[src/rtl/config_loader_pkg.sv]
// Shared constants for the configuration loader: FSM encodings, default widths,
// the idle bus address and the tile sub-block select codes.
package config_loader_pkg;

    localparam int CFG_ADDR_W = 32;
    localparam int CFG_DATA_W = 32;
    localparam int CFG_CNT_W  = 16;

    localparam logic [2:0] ST_IDLE  = 3'd0;
    localparam logic [2:0] ST_HDR   = 3'd1;
    localparam logic [2:0] ST_ADDR  = 3'd2;
    localparam logic [2:0] ST_DATA  = 3'd3;
    localparam logic [2:0] ST_PAR   = 3'd4;
    localparam logic [2:0] ST_ISSUE = 3'd5;
    localparam logic [2:0] ST_DONE  = 3'd6;

    // Tiles decode the address only; an upper half of zero never selects a sub-block.
    localparam logic [31:0] IDLE_CONFIG_ADDR = 32'h0000_0000;

    localparam logic [15:0] CB0 = 16'd4;
    localparam logic [15:0] CB1 = 16'd5;
    localparam logic [15:0] SB  = 16'd6;

    function automatic logic is_shift_state(input logic [2:0] st);
        return (st == ST_HDR) || (st == ST_ADDR) || (st == ST_DATA) || (st == ST_PAR);
    endfunction

endpackage

[src/rtl/sipo_shift_reg.sv]
// MSB-first serial-in parallel-out register. q_next is the value the register
// holds after the current edge, so a caller can use a field the cycle it completes.
module sipo_shift_reg #(
    parameter int W = 32
) (
    input  logic         clk,
    input  logic         rst,
    input  logic         clr,
    input  logic         shift_en,
    input  logic         bit_in,
    output logic [W-1:0] q_next
);

    logic [W-1:0] q_r;

    // Next contents: clear wins over shift.
    always_comb begin
        q_next = q_r;
        if (clr) begin
            q_next = {W{1'b0}};
        end else if (shift_en) begin
            q_next = {q_r[W-2:0], bit_in};
        end else begin
            q_next = q_r;
        end
    end

    // Shift register storage.
    always_ff @(posedge clk or negedge rst) begin
        if (!rst) begin
            q_r <= {W{1'b0}};
        end else begin
            q_r <= q_next;
        end
    end

endmodule

[src/rtl/config_loader.sv]
// Serial bitstream to (address, data) config bus writer for the tile array.
// Optional per-frame even parity is enabled with `define CONFIG_PARITY_EN.
module config_loader
    import config_loader_pkg::*;
#(
    parameter int ADDR_W = CFG_ADDR_W,
    parameter int DATA_W = CFG_DATA_W,
    parameter int CNT_W  = CFG_CNT_W
) (
    input  logic              clk,
    input  logic              rst,
    input  logic              load_start,
    input  logic              bit_in,
    input  logic              bit_valid,
    output logic              bit_ready,
    output logic [ADDR_W-1:0] config_addr,
    output logic [DATA_W-1:0] config_data,
    output logic              busy,
    output logic              done,
    output logic [CNT_W-1:0]  words_written,
    output logic              error
);

    localparam int MAX_W = (CNT_W > ADDR_W) ? ((CNT_W > DATA_W) ? CNT_W : DATA_W)
                                             : ((ADDR_W > DATA_W) ? ADDR_W : DATA_W);
    localparam int BC_W  = $clog2(MAX_W + 1);

    localparam logic [BC_W-1:0]   BC_ZERO   = {BC_W{1'b0}};
    localparam logic [BC_W-1:0]   BC_ONE    = {{(BC_W-1){1'b0}}, 1'b1};
    localparam logic [BC_W-1:0]   HDR_LAST  = BC_W'(CNT_W - 1);
    localparam logic [BC_W-1:0]   ADDR_LAST = BC_W'(ADDR_W - 1);
    localparam logic [BC_W-1:0]   DATA_LAST = BC_W'(DATA_W - 1);
    localparam logic [CNT_W-1:0]  CNT_ZERO  = {CNT_W{1'b0}};
    localparam logic [CNT_W-1:0]  CNT_ONE   = {{(CNT_W-1){1'b0}}, 1'b1};
    localparam logic [CNT_W-1:0]  CNT_MAX   = {CNT_W{1'b1}};
    localparam logic [ADDR_W-1:0] IDLE_ADDR = ADDR_W'(IDLE_CONFIG_ADDR);
    localparam logic [DATA_W-1:0] IDLE_DATA = {DATA_W{1'b0}};

    logic [2:0]        state_r;
    logic [2:0]        state_nx_s;
    logic [BC_W-1:0]   bc_r;
    logic [CNT_W-1:0]  rem_r;
    logic [CNT_W-1:0]  ww_r;
    logic [ADDR_W-1:0] config_addr_r;
    logic [DATA_W-1:0] config_data_r;
    logic              bit_ready_r;
    logic              busy_r;
    logic              done_r;
    logic              accept_s;
    logic              start_s;
    logic              field_last_s;
    logic [CNT_W-1:0]  hdr_s;
    logic [ADDR_W-1:0] addr_s;
    logic [DATA_W-1:0] data_s;

    assign accept_s = bit_valid & bit_ready_r;
    assign start_s  = (state_r == ST_IDLE) & load_start;

    sipo_shift_reg #(.W(CNT_W)) u_hdr (
        .clk(clk), .rst(rst), .clr(start_s),
        .shift_en((state_r == ST_HDR) & accept_s), .bit_in(bit_in), .q_next(hdr_s)
    );

    sipo_shift_reg #(.W(ADDR_W)) u_addr (
        .clk(clk), .rst(rst), .clr(start_s),
        .shift_en((state_r == ST_ADDR) & accept_s), .bit_in(bit_in), .q_next(addr_s)
    );

    sipo_shift_reg #(.W(DATA_W)) u_data (
        .clk(clk), .rst(rst), .clr(start_s),
        .shift_en((state_r == ST_DATA) & accept_s), .bit_in(bit_in), .q_next(data_s)
    );

`ifdef CONFIG_PARITY_EN
    logic par_ok_s;
    logic error_r;

    function automatic logic even_parity(input logic [ADDR_W-1:0] a, input logic [DATA_W-1:0] d);
        return ^{a, d};
    endfunction

    assign par_ok_s = (even_parity(addr_s, data_s) == bit_in);
`endif

    // Last bit of the field currently being shifted in; the parity field is one bit.
    always_comb begin
        field_last_s = 1'b0;
        case (state_r)
            ST_HDR:  field_last_s = (bc_r == HDR_LAST);
            ST_ADDR: field_last_s = (bc_r == ADDR_LAST);
            ST_DATA: field_last_s = (bc_r == DATA_LAST);
            default: field_last_s = 1'b1;
        endcase
    end

    // Next-state decode.
    always_comb begin
        state_nx_s = state_r;
        case (state_r)
            ST_IDLE: begin
                if (load_start) state_nx_s = ST_HDR;
                else            state_nx_s = ST_IDLE;
            end
            ST_HDR: begin
                if (accept_s && field_last_s) begin
                    if (hdr_s == CNT_ZERO) state_nx_s = ST_DONE;
                    else                   state_nx_s = ST_ADDR;
                end else begin
                    state_nx_s = ST_HDR;
                end
            end
            ST_ADDR: begin
                if (accept_s && field_last_s) state_nx_s = ST_DATA;
                else                          state_nx_s = ST_ADDR;
            end
            ST_DATA: begin
                if (accept_s && field_last_s) begin
`ifdef CONFIG_PARITY_EN
                    state_nx_s = ST_PAR;
`else
                    state_nx_s = ST_ISSUE;
`endif
                end else begin
                    state_nx_s = ST_DATA;
                end
            end
`ifdef CONFIG_PARITY_EN
            ST_PAR: begin
                if (accept_s) begin
                    if (par_ok_s)              state_nx_s = ST_ISSUE;
                    else if (rem_r == CNT_ONE) state_nx_s = ST_DONE;
                    else                       state_nx_s = ST_ADDR;
                end else begin
                    state_nx_s = ST_PAR;
                end
            end
`endif
            ST_ISSUE: begin
                if (rem_r == CNT_ONE) state_nx_s = ST_DONE;
                else                  state_nx_s = ST_ADDR;
            end
            ST_DONE: state_nx_s = ST_IDLE;
            default: state_nx_s = ST_IDLE;
        endcase
    end

    // State register and per-field bit counter, restarted on every state change.
    always_ff @(posedge clk or negedge rst) begin
        if (!rst) begin
            state_r <= ST_IDLE;
            bc_r    <= BC_ZERO;
        end else begin
            state_r <= state_nx_s;
            if (state_nx_s != state_r) bc_r <= BC_ZERO;
            else if (accept_s)         bc_r <= bc_r + BC_ONE;
        end
    end

    // Frames remaining; loaded from the header and only decremented while above one.
    always_ff @(posedge clk or negedge rst) begin
        if (!rst) begin
            rem_r <= CNT_ZERO;
        end else if ((state_r == ST_HDR) && (state_nx_s != ST_HDR)) begin
            rem_r <= hdr_s;
        end else if (((state_r == ST_ISSUE) || (state_r == ST_PAR)) && (state_nx_s == ST_ADDR)) begin
            rem_r <= rem_r - CNT_ONE;
        end
    end

    // Registered outputs decoded from the next state so they align with it.
    always_ff @(posedge clk or negedge rst) begin
        if (!rst) begin
            config_addr_r <= IDLE_ADDR;
            config_data_r <= IDLE_DATA;
            bit_ready_r   <= 1'b0;
            busy_r        <= 1'b0;
            done_r        <= 1'b0;
            ww_r          <= CNT_ZERO;
        end else begin
            bit_ready_r <= is_shift_state(state_nx_s);
            busy_r      <= (state_nx_s != ST_IDLE) && (state_nx_s != ST_DONE);
            if (state_nx_s == ST_ISSUE) begin
                config_addr_r <= addr_s;
                config_data_r <= data_s;
            end else begin
                config_addr_r <= IDLE_ADDR;
                config_data_r <= IDLE_DATA;
            end
            if (start_s)                      done_r <= 1'b0;
            else if (state_nx_s == ST_DONE)   done_r <= 1'b1;
            if (start_s)                                      ww_r <= CNT_ZERO;
            else if ((state_nx_s == ST_ISSUE) && (ww_r != CNT_MAX)) ww_r <= ww_r + CNT_ONE;
        end
    end

`ifdef CONFIG_PARITY_EN
    // Sticky parity error, cleared only by an accepted load_start.
    always_ff @(posedge clk or negedge rst) begin
        if (!rst) begin
            error_r <= 1'b0;
        end else if (start_s) begin
            error_r <= 1'b0;
        end else if ((state_r == ST_PAR) && accept_s && !par_ok_s) begin
            error_r <= 1'b1;
        end
    end

    assign error = error_r;
`else
    assign error = 1'b0;
`endif

    assign config_addr   = config_addr_r;
    assign config_data   = config_data_r;
    assign bit_ready     = bit_ready_r;
    assign busy          = busy_r;
    assign done          = done_r;
    assign words_written = ww_r;

endmodule
[config.mk]
export PLATFORM = sky130hd
export DESIGN_NAME = config_loader
export DESIGN_NICKNAME = d
export VERILOG_FILES = /design/src/rtl/config_loader_pkg.sv /design/src/rtl/sipo_shift_reg.sv /design/src/rtl/config_loader.sv
export SDC_FILE = /design/constraint.sdc
export NUM_CORES = 1
export LEC_CHECK = 0
export BUFFER_PORTS_ARGS = -buffer_cell sky130_fd_sc_hd__buf_2
export CAP_MARGIN = 20
export CORE_MARGIN = 3
export CORE_UTILIZATION = 25
export DETAILED_ROUTE_END_ITERATION = 16
export GPL_TIMING_DRIVEN = 0
export PLACE_DENSITY = 0.51
export SYNTH_ARGS = -nofsm -noshare
export SYNTH_HDL_FRONTEND = slang
export SYNTH_SLANG_ARGS = --single-unit
[constraint.sdc]
create_clock -name clk -period 3.1 [get_ports clk]
set_input_delay 0.155 -clock clk [delete_from_list [all_inputs] [get_ports clk]]
set_output_delay 0.155 -clock clk [all_outputs]
set_load 0.1 [all_outputs]
==> results.sh, run 1 <==
export IMPL_ios=89
export IMPL_cts_buffer_depth=2
export IMPL_final_max_slew_viol_count=0
export IMPL_grt_pass1_vias=5676
export IMPL_crit_path_max_fanout=10
export IMPL_grt_max_degree=115
export IMPL_design_area_um2=9240
export IMPL_launching_element_type_of_the_critical_path="flop"
export IMPL_routedWlPerCell_um=15.1
export IMPL_final_critical_path_setup_slack_ps=294
export IMPL_min_path_type="in -> reg"
export IMPL_floorplan_die_area_um2=33000
export IMPL_placement_io_buffers=87
export IMPL_crit_path_max_incr_delay_ps=580
export IMPL_powerDensity_nw_per_um2=542
export IMPL_global_route_overflow_total=0
export IMPL_htreeDepth=4
export IMPL_detailedPlacementHpwl_um=13000
export IMPL_timing_max_slew_rel_slack_pct=30.9
export IMPL_chip_width_um=182
export IMPL_dp_slack_ps=277
export IMPL_met2_length_um=8550
export IMPL_drt_first_pass_iters=5
export IMPL_multi_input_area_um2=2820
export IMPL_top_layer="met5"
export IMPL_layout_cells_non_filler=1232
export IMPL_dr_wl_met3_um=875
export IMPL_most_common_library_cell_in_the_layout_ignoring_fill_and_taps="dfrtp_1"
export IMPL_library_cells_used_by_synthesis=52
export IMPL_hold_slack_ps=60.2
export IMPL_utilization_pct=30.8
export IMPL_clock_fmax_ghz=0.356
export IMPL_track_usage_pct=11.5
export IMPL_worst_slew_pin_transition_ps=1030
export IMPL_final_layout_size_suffix_gt1_share_pct=16.6
export IMPL_initial_core_util_pct=25.7
export IMPL_synthesis_area_um2=7710
export IMPL_cts_clk_slew_worst_paths_ps=70
export IMPL_antenna_violations_before_repair=1
export IMPL_finalWirelength_um=18600
export IMPL_initialDrtViolationCount=453
export IMPL_mostFrequentLayoutCells="dfrtp_1, nand2_1, buf_2"
export IMPL_area_sequential_um2=4680
export IMPL_kind_of_capture_point_of_the_worst_setup_path="flop"
export IMPL_cts_sink_count=187
export IMPL_ctsResizeCount=0
export IMPL_rsz0062_at_grt="no"
export IMPL_first_pass_grt_wire_length_um=31100
export IMPL_cts_root_buffer_cell="clkbuf_16"
export IMPL_status="finished, final reports clean"
export IMPL_ys_seq_elements=187
export IMPL_wirelength_met1_um=8950
export IMPL_final_hold_viols=0
export IMPL_primary_flip_flop_cell_chosen_by_synthesis_mapping="dfrtp_1"
export IMPL_vias=5718
export IMPL_total_clock_buffers_created_by_cts=17
export IMPL_yosysWarningCount=0
export IMPL_slowest_stage="nor4b_1"
export IMPL_syn_nets=730
export IMPL_synth_seq_area_share_pct=60.7
export IMPL_place_congestion=0.761
export IMPL_critical_path_top_cell_by_count="clkbuf_1"
export IMPL_nFillCells=3138
export IMPL_cp_required_ps=3390
export IMPL_synth_area_per_cell_um2=10.7
export IMPL_setup_tns_ps=0
export IMPL_max_cap_viol_count=0
export IMPL_setup_viol=0
export IMPL_critical_path_cell_chain="clkbuf_1, nor4b_1, clkbuf_1, clkbuf_1, buf_1, nor2_1"
export IMPL_dp_cells=1199
export IMPL_finClkSkew_ps=16.6
export IMPL_syn2layout_area_growth_pct=19.8
export IMPL_async_flop_share_pct=100
export IMPL_placement_cell_area_um2=8670
export IMPL_core_region_area_um2=30000
export IMPL_clock_insertion_delay_worst_skew_ps=430
export IMPL_syn_inst=721
export IMPL_drc=0
export IMPL_die_height_um=182
export IMPL_final_min_clock_period_ps=2810
export IMPL_timing_setup_critical_path_class="reg -> reg"
export IMPL_design_power_total_mw=5.00
export IMPL_vias_per_cell=4.64
export IMPL_synth_edff_count=0
export IMPL_power_static_leakage_nw=4.58
export IMPL_placementRows=63
export IMPL_final_nets=838
export IMPL_antenna_diode_count=0
export IMPL_max_vdd_ir_drop_mv=0.403
export IMPL_critPathArrivalTime_ps=3100
export IMPL_cts_tree="yes"
export IMPL_post_route_ant_nets=0
export IMPL_fin_crit_sh_pct=90.5
cells by family (layout without fill, tap and decap cells):
family,after synthesis,count (layout),synth area share (%)
other cells,1,1,0.0486
compound gates,90,90,6.99
fa+ha+maj,4,4,0.649
mux,47,47,6.39
buf+inv,54,175,2.77
simple gates,322,322,20.6
flops,187,187,60.7
xor+xnor,16,16,1.82
registers in the layout, indices dropped and copies added (netlist names):
register	count
bit_ready	1
state_r	3
done	1
u_hdr.q_r	16
rem_r	16
config_data	32
words_written	16
config_addr	32
busy	1
bc_r	6
u_data.q_r	31
u_addr.q_r	32
cells in the mapped netlist, types with 2 or more instances:
master | count | area [um^2]
xor2_1 | 2 | 17.5
o211ai_1 | 4 | 30.0
o21a_1 | 4 | 30.0
a21o_1 | 2 | 15.0
nand4_1 | 8 | 50.1
o211a_1 | 2 | 20.0
o21ai_0 | 6 | 30.0
inv_1 | 4 | 15.0
xnor2_1 | 14 | 123
or4_4 | 2 | 22.5
buf_1 | 6 | 22.5
or4_1 | 8 | 60.1
nor3_1 | 44 | 220
nand3_1 | 17 | 85.1
ha_1 | 4 | 50.1
nor2_1 | 45 | 169
and3_1 | 6 | 37.5
nand3b_1 | 4 | 30.0
and4_1 | 4 | 35.0
mux2_2 | 10 | 113
mux2_4 | 2 | 30.0
or3_1 | 5 | 31.3
and2_1 | 4 | 25.0
a21oi_1 | 56 | 280
o31ai_1 | 5 | 37.5
nand2b_1 | 2 | 12.5
mux2i_1 | 35 | 350
nor4_1 | 41 | 257
a211o_1 | 4 | 35.0
nand2_1 | 119 | 447
nand4b_1 | 4 | 35.0
dfrtp_1 | 187 | 4680
clkbuf_1 | 42 | 158
cell type report:
| class | instances | area share [%] |
|---|---|---|
| timing repair buffer | 89 | 5.23 |
| clock buffer | 17 | 4.61 |
| clock inverter | 15 | 1.38 |
| tap | 390 | 5.28 |
| buffer | 50 | 2.15 |
| sequential | 187 | 50.7 |
| multi-input combinational | 480 | 30.5 |
| inverter | 4 | 0.163 |
what timing repair did:
action                    in CTS  in global routing
hold buffers                   1                  0
hold endpoints to repair      73                  0
setup buffers                  0                  0
final timing paths:
| kind | startpoint | endpoint | slack (ps) | depth (start not counted) |
|---|---|---|---|---|
| min in group asynchronous | rst | words_written[0] | 250 | 2 |
| max | state_r[0] | u_addr.q_r[8] | 290 | 6 |
| max in group asynchronous | rst | config_addr[22] | 1900 | 3 |
| max reg2reg | state_r[0] | u_addr.q_r[8] | 290 | 6 |
| min reg2reg | u_data.q_r[30] | config_data[31] | 510 | 2 |
| min | bit_in | u_hdr.q_r[0] | 60 | 3 |
critical path, delay by kind of cell, from the launching register on:
family | cells | cell delay (ps)
DFF | 1 | 370
and+or+nand+nor | 2 | 690
buffers and inverters | 4 | 1590
metal layers:
metal	up-vias	track usage, %
li1	2769	-
met1	2829	16.0
met2	102	17.7
met3	16	3.23
met4	2	3.26
met5	-	0
where the power goes:
| group | internal, mW | switching, mW |
|---|---|---|
| clock network | 1.06 | 1.02 |
| logic | 0.101 | 0.209 |
| registers | 2.54 | 0.0762 |
Power figures use the tool's default switching activity.
==> run 2: changes to the inputs <==
--- a/config.mk
+++ b/config.mk
@@ -9,3 +9,2 @@
 export CAP_MARGIN = 20
-export CORE_MARGIN = 3
 export CORE_UTILIZATION = 25
--- a/constraint.sdc
+++ b/constraint.sdc
@@ -3,2 +3,2 @@
 set_output_delay 0.155 -clock clk [all_outputs]
-set_load 0.1 [all_outputs]
+set_load 0.05 [all_outputs]
==> results.sh, run 2 (synthesized netlist as in run 1, its figures left out) <==
export IMPL_launching_element_type_of_the_critical_path="flop"
export IMPL_die_height_um=178
export IMPL_initial_core_util_pct=25.7
export IMPL_critical_path_top_delay_family="buffers and inverters"
export IMPL_finClkSkew_ps=13.7
export IMPL_ios=89
export IMPL_most_common_library_cell_in_the_layout_ignoring_fill_and_taps="dfrtp_1"
export IMPL_total_clock_buffers_created_by_cts=17
export IMPL_place_congestion=0.805
export IMPL_global_route_overflow_total=0
export IMPL_drt_first_pass_iters=4
export IMPL_clock_fmax_ghz=0.375
export IMPL_timing_setup_critical_path_class="reg -> reg"
export IMPL_grt_max_degree=108
export IMPL_critical_path_top_cell_by_count="clkbuf_1"
export IMPL_final_critical_path_setup_slack_ps=431
export IMPL_max_cap_viol_count=0
export IMPL_grt_pass1_vias=5638
export IMPL_cts_tree="yes"
export IMPL_powerDensity_nw_per_um2=556
export IMPL_hold_path_startpoint="bit_in"
export IMPL_rsz0062_at_grt="no"
export IMPL_vias=5697
export IMPL_final_layout_size_suffix_gt1_share_pct=16.6
export IMPL_placementRows=63
export IMPL_setup_viol=0
export IMPL_routedWlPerCell_um=14.8
export IMPL_worstHoldPathCells=3
export IMPL_dp_slack_ps=429
export IMPL_final_hold_viols=0
export IMPL_power_static_leakage_nw=4.62
export IMPL_layout_cells_non_filler=1232
export IMPL_detailedPlacementHpwl_um=12800
export IMPL_chip_width_um=178
export IMPL_htreeDepth=4
export IMPL_track_usage_pct=12.3
export IMPL_antenna_violations_before_repair=1
export IMPL_cts_sink_count=187
export IMPL_dp_cells=1199
export IMPL_final_nets=838
export IMPL_fin_crit_sh_pct=86.1
export IMPL_reg2regPathDepth=6
export IMPL_final_max_slew_viol_count=0
export IMPL_floorplan_die_area_um2=31600
export IMPL_cts_buffer_depth=2
export IMPL_core_region_area_um2=30000
export IMPL_rrSetupSlack_ps=430
export IMPL_antenna_diode_count=0
export IMPL_critPathArrivalTime_ps=2960
export IMPL_cts_clk_slew_worst_paths_ps=80
export IMPL_final_min_clock_period_ps=2670
export IMPL_initialDrtViolationCount=389
export IMPL_min_delay_worst_endpoint="config_data[0]"
export IMPL_worst_slew_pin_transition_ps=970
export IMPL_slowest_stage="clkbuf_1"
export IMPL_r2r_end="u_addr.q_r[9]"
export IMPL_syn2layout_area_growth_pct=20.9
export IMPL_first_pass_grt_wire_length_um=30300
export IMPL_max_vdd_ir_drop_mv=0.366
export IMPL_clock_insertion_delay_worst_skew_ps=430
export IMPL_status="finished, final reports clean"
export IMPL_placement_io_buffers=87
export IMPL_mostFrequentLayoutCells="dfrtp_1, nand2_1, buf_2"
export IMPL_critical_path_cell_chain="clkbuf_1, nor4b_1, clkbuf_1, clkbuf_1, buf_1, nor2_1"
export IMPL_crit_path_max_incr_delay_ps=480
export IMPL_path_buf_inv=4
export IMPL_post_route_ant_nets=0
export IMPL_drc=0
export IMPL_finalWirelength_um=18300
export IMPL_crit_path_max_fanout=10
export IMPL_cts_root_buffer_cell="clkbuf_16"
export IMPL_timing_max_slew_rel_slack_pct=34.7
export IMPL_vias_per_cell=4.62
export IMPL_cp_required_ps=3390
export IMPL_kind_of_capture_point_of_the_worst_setup_path="flop"
export IMPL_rr_startpoint="state_r[0]"
export IMPL_min_path_type="in -> reg"
run 2: worst max-delay path by stage:
stage	from	end	slack, ps	cells after the start
2_1_floorplan	words_written[2]	words_written[8]	830	8
3_3_place_gp	rst	config_addr[16]	-1370	1
3_5_place_dp	state_r[0]	u_addr.q_r[9]	430	6
4_1_cts	state_r[0]	u_addr.q_r[9]	380	6
5_1_grt	state_r[0]	u_addr.q_r[3]	110	6
6_report	state_r[0]	u_addr.q_r[9]	430	6
run 2: where the power goes:
group          internal [mW]  switching, mW
registers               2.54         0.0762
clock network           1.13           1.14
logic                  0.100          0.200
total                   3.77           1.42
run 2: through the flow:
stage                     hold WS (ps)  total power [mW]  instance area (um^2)  TNS (ps)  util, %
after global routing              79.8              5.42                  9320         0     31.1
after global placement             511              2.96                  8630   -253790     28.8
final                             81.9              5.19                  9320         0     31.1
after floorplan                   -141              2.83                  7710         0        -
after CTS                         71.2              5.27                  9320         0     31.1
after detailed placement           209              2.97                  8670         0     29.0
run 2: worst reg2reg max path, cell delays in order, from the launching register on:
cell and delay, ps:
dfrtp_1 380, clkbuf_1 210, nor4b_1 430, clkbuf_1 460, clkbuf_1 490, buf_1 450
nor2_1 110
run 2: per-layer routing:
layer  share of wire, %  global-route usage (%)  wire, um
met5              0.044                       0         8
met4               0.85                    3.70       155
met3                4.4                    2.83       811
met2                 47                    18.7      8550
met1                 48                    17.2      8730
run 2: cell type report:
type | count | area [um^2]
buffer | 50 | 199
tap | 390 | 488
multi-input combinational | 480 | 2820
inverter | 4 | 15.0
fill | 3164 | 20600
timing repair buffer | 89 | 483
clock inverter | 15 | 213
clock buffer | 17 | 425
sequential | 187 | 4680
run 2: repair_timing:
action | CTS | global route
resized for setup | 0 | 0
setup buffers | 0 | 0
endpoints found under the setup margin | 0 | 0
hold endpoints to repair | 80 | 0
hold buffers | 1 | 0
==> run 3: changes to the inputs <==
REMOVE_ABC_BUFFERS = 1   (was not set)
==> results.sh, run 3 (synthesized netlist as in run 1, its figures left out) <==
export IMPL_clock_insertion_delay_worst_skew_ps=420
export IMPL_setup_viol=0
export IMPL_worstHoldPathCells=3
export IMPL_setup_tns_ps=0
export IMPL_power_static_leakage_nw=4.68
export IMPL_min_path_type="in -> reg"
export IMPL_grt_pass1_vias=5587
export IMPL_global_route_overflow_total=0
export IMPL_post_route_ant_nets=0
export IMPL_final_hold_viols=0
export IMPL_r2r_end="rem_r[5]"
export IMPL_final_max_slew_viol_count=0
export IMPL_ios=89
export IMPL_timing_max_slew_rel_slack_pct=32.8
export IMPL_most_common_library_cell_in_the_layout_ignoring_fill_and_taps="dfrtp_1"
export IMPL_initialDrtViolationCount=379
export IMPL_drt_first_pass_iters=5
export IMPL_powerDensity_nw_per_um2=542
export IMPL_detailedPlacementHpwl_um=11500
export IMPL_first_pass_grt_wire_length_um=29100
export IMPL_hold_path_startpoint="bit_in"
export IMPL_vias=5564
export IMPL_clock_fmax_ghz=0.368
export IMPL_worst_slew_pin_transition_ps=999
export IMPL_cts_buffer_depth=2
export IMPL_min_delay_worst_endpoint="config_data[0]"
export IMPL_cts_root_buffer_cell="clkbuf_16"
export IMPL_mostFrequentLayoutCells="dfrtp_1, nand2_1, buf_2"
export IMPL_place_congestion=0.748
export IMPL_htreeDepth=4
export IMPL_placementRows=63
export IMPL_crit_path_max_fanout=17
export IMPL_die_height_um=178
export IMPL_fin_crit_sh_pct=87.8
export IMPL_finClkSkew_ps=16.1
export IMPL_kind_of_capture_point_of_the_worst_setup_path="flop"
export IMPL_placement_io_buffers=87
export IMPL_critPathArrivalTime_ps=3030
export IMPL_reg2regPathDepth=5
export IMPL_final_min_clock_period_ps=2720
export IMPL_post_cts_repair_setup_buffers=0
export IMPL_finalWirelength_um=17100
export IMPL_max_vdd_ir_drop_mv=0.331
export IMPL_grt_max_degree=114
export IMPL_routedWlPerCell_um=14.2
export IMPL_initial_core_util_pct=25.7
export IMPL_core_region_area_um2=30000
export IMPL_vias_per_cell=4.63
export IMPL_syn2layout_area_growth_pct=21.0
export IMPL_rsz0062_at_grt="no"
export IMPL_utilization_pct=31.1
export IMPL_chip_width_um=178
export IMPL_antenna_diode_count=0
export IMPL_cts_clk_slew_worst_paths_ps=70
export IMPL_drc=0
export IMPL_floorplan_die_area_um2=31600
export IMPL_track_usage_pct=11.6
export IMPL_timing_setup_critical_path_class="reg -> reg"
export IMPL_cp_required_ps=3410
export IMPL_final_critical_path_setup_slack_ps=379
export IMPL_cts_sink_count=187
export IMPL_launching_element_type_of_the_critical_path="flop"
export IMPL_status="finished, final reports clean"
export IMPL_dp_slack_ps=-215
export IMPL_rrSetupSlack_ps=380
export IMPL_final_nets=810
export IMPL_antenna_violations_before_repair=0
export IMPL_max_cap_viol_count=0
export IMPL_rr_startpoint="state_r[2]"
export IMPL_hold_slack_ps=61.8
export IMPL_design_power_total_mw=5.06
export IMPL_cts_tree="yes"
export IMPL_worstSetupStartpoint="state_r[2]"
export IMPL_final_layout_size_suffix_gt1_share_pct=20.2
export IMPL_total_clock_buffers_created_by_cts=17
-- run 3: layer usage --
metal | track usage [%] | vias up | share of wire [%]
met4 | 4.06 | 0 | 1.3
li1 | - | 2705 | -
met1 | 16.3 | 2733 | 50
met5 | 0 | - | 0
met2 | 17.3 | 114 | 45
met3 | 2.76 | 12 | 4.6
-- run 3: what timing repair did --
action / in CTS / in global routing
gates resized for setup: 1 / 1
cloned: 0 / 0
endpoints found under the setup margin: 1 / 1
hold endpoints to repair: 74 / 0
hold buffers: 1 / 0
-- run 3: power breakdown --
group          total, mW  leakage [nW]  internal, mW  switching (mW)
logic              0.291          1.82         0.101           0.190
registers           2.62          2.57          2.54          0.0794
clock network       2.15         0.289          1.19           0.959
-- run 3: area by class of cell --
cell class | count | area (um^2)
fillers | 3114 | 20600
multi-input cells | 480 | 2850
inverters | 4 | 15.0
clock buffers | 17 | 425
well taps | 390 | 488
repair buffers | 111 | 731
clock inverters | 14 | 145
flip-flops and latches | 187 | 4680
-- run 3: metrics by stage --
| stage | cells | cell area [um^2] |
|---|---|---|
| floorplan | 671 | 7510 |
| global placement | 1148 | 8440 |
| detailed placement | 1171 | 8740 |
| CTS | 1203 | 9330 |
| global route | 1203 | 9330 |
| finish | 1203 | 9330 |
-- run 3: worst max path at each step --
stage,slack (ps),depth (start not counted),to
finish,380,5,rem_r[5]
global placement,-17690,2,config_data[25]
CTS,110,5,words_written[14]
detailed placement,-210,5,words_written[14]
global route,140,5,rem_r[5]
floorplan,-9980,2,config_data[0]
-- run 3: critical path, stage by stage (launching register included) --
cell and delay, ps:
dfrtp_1 700, nand3b_1 250, nor4_1 810, nand2_1 240, o311a_2 380, a211o_1 220
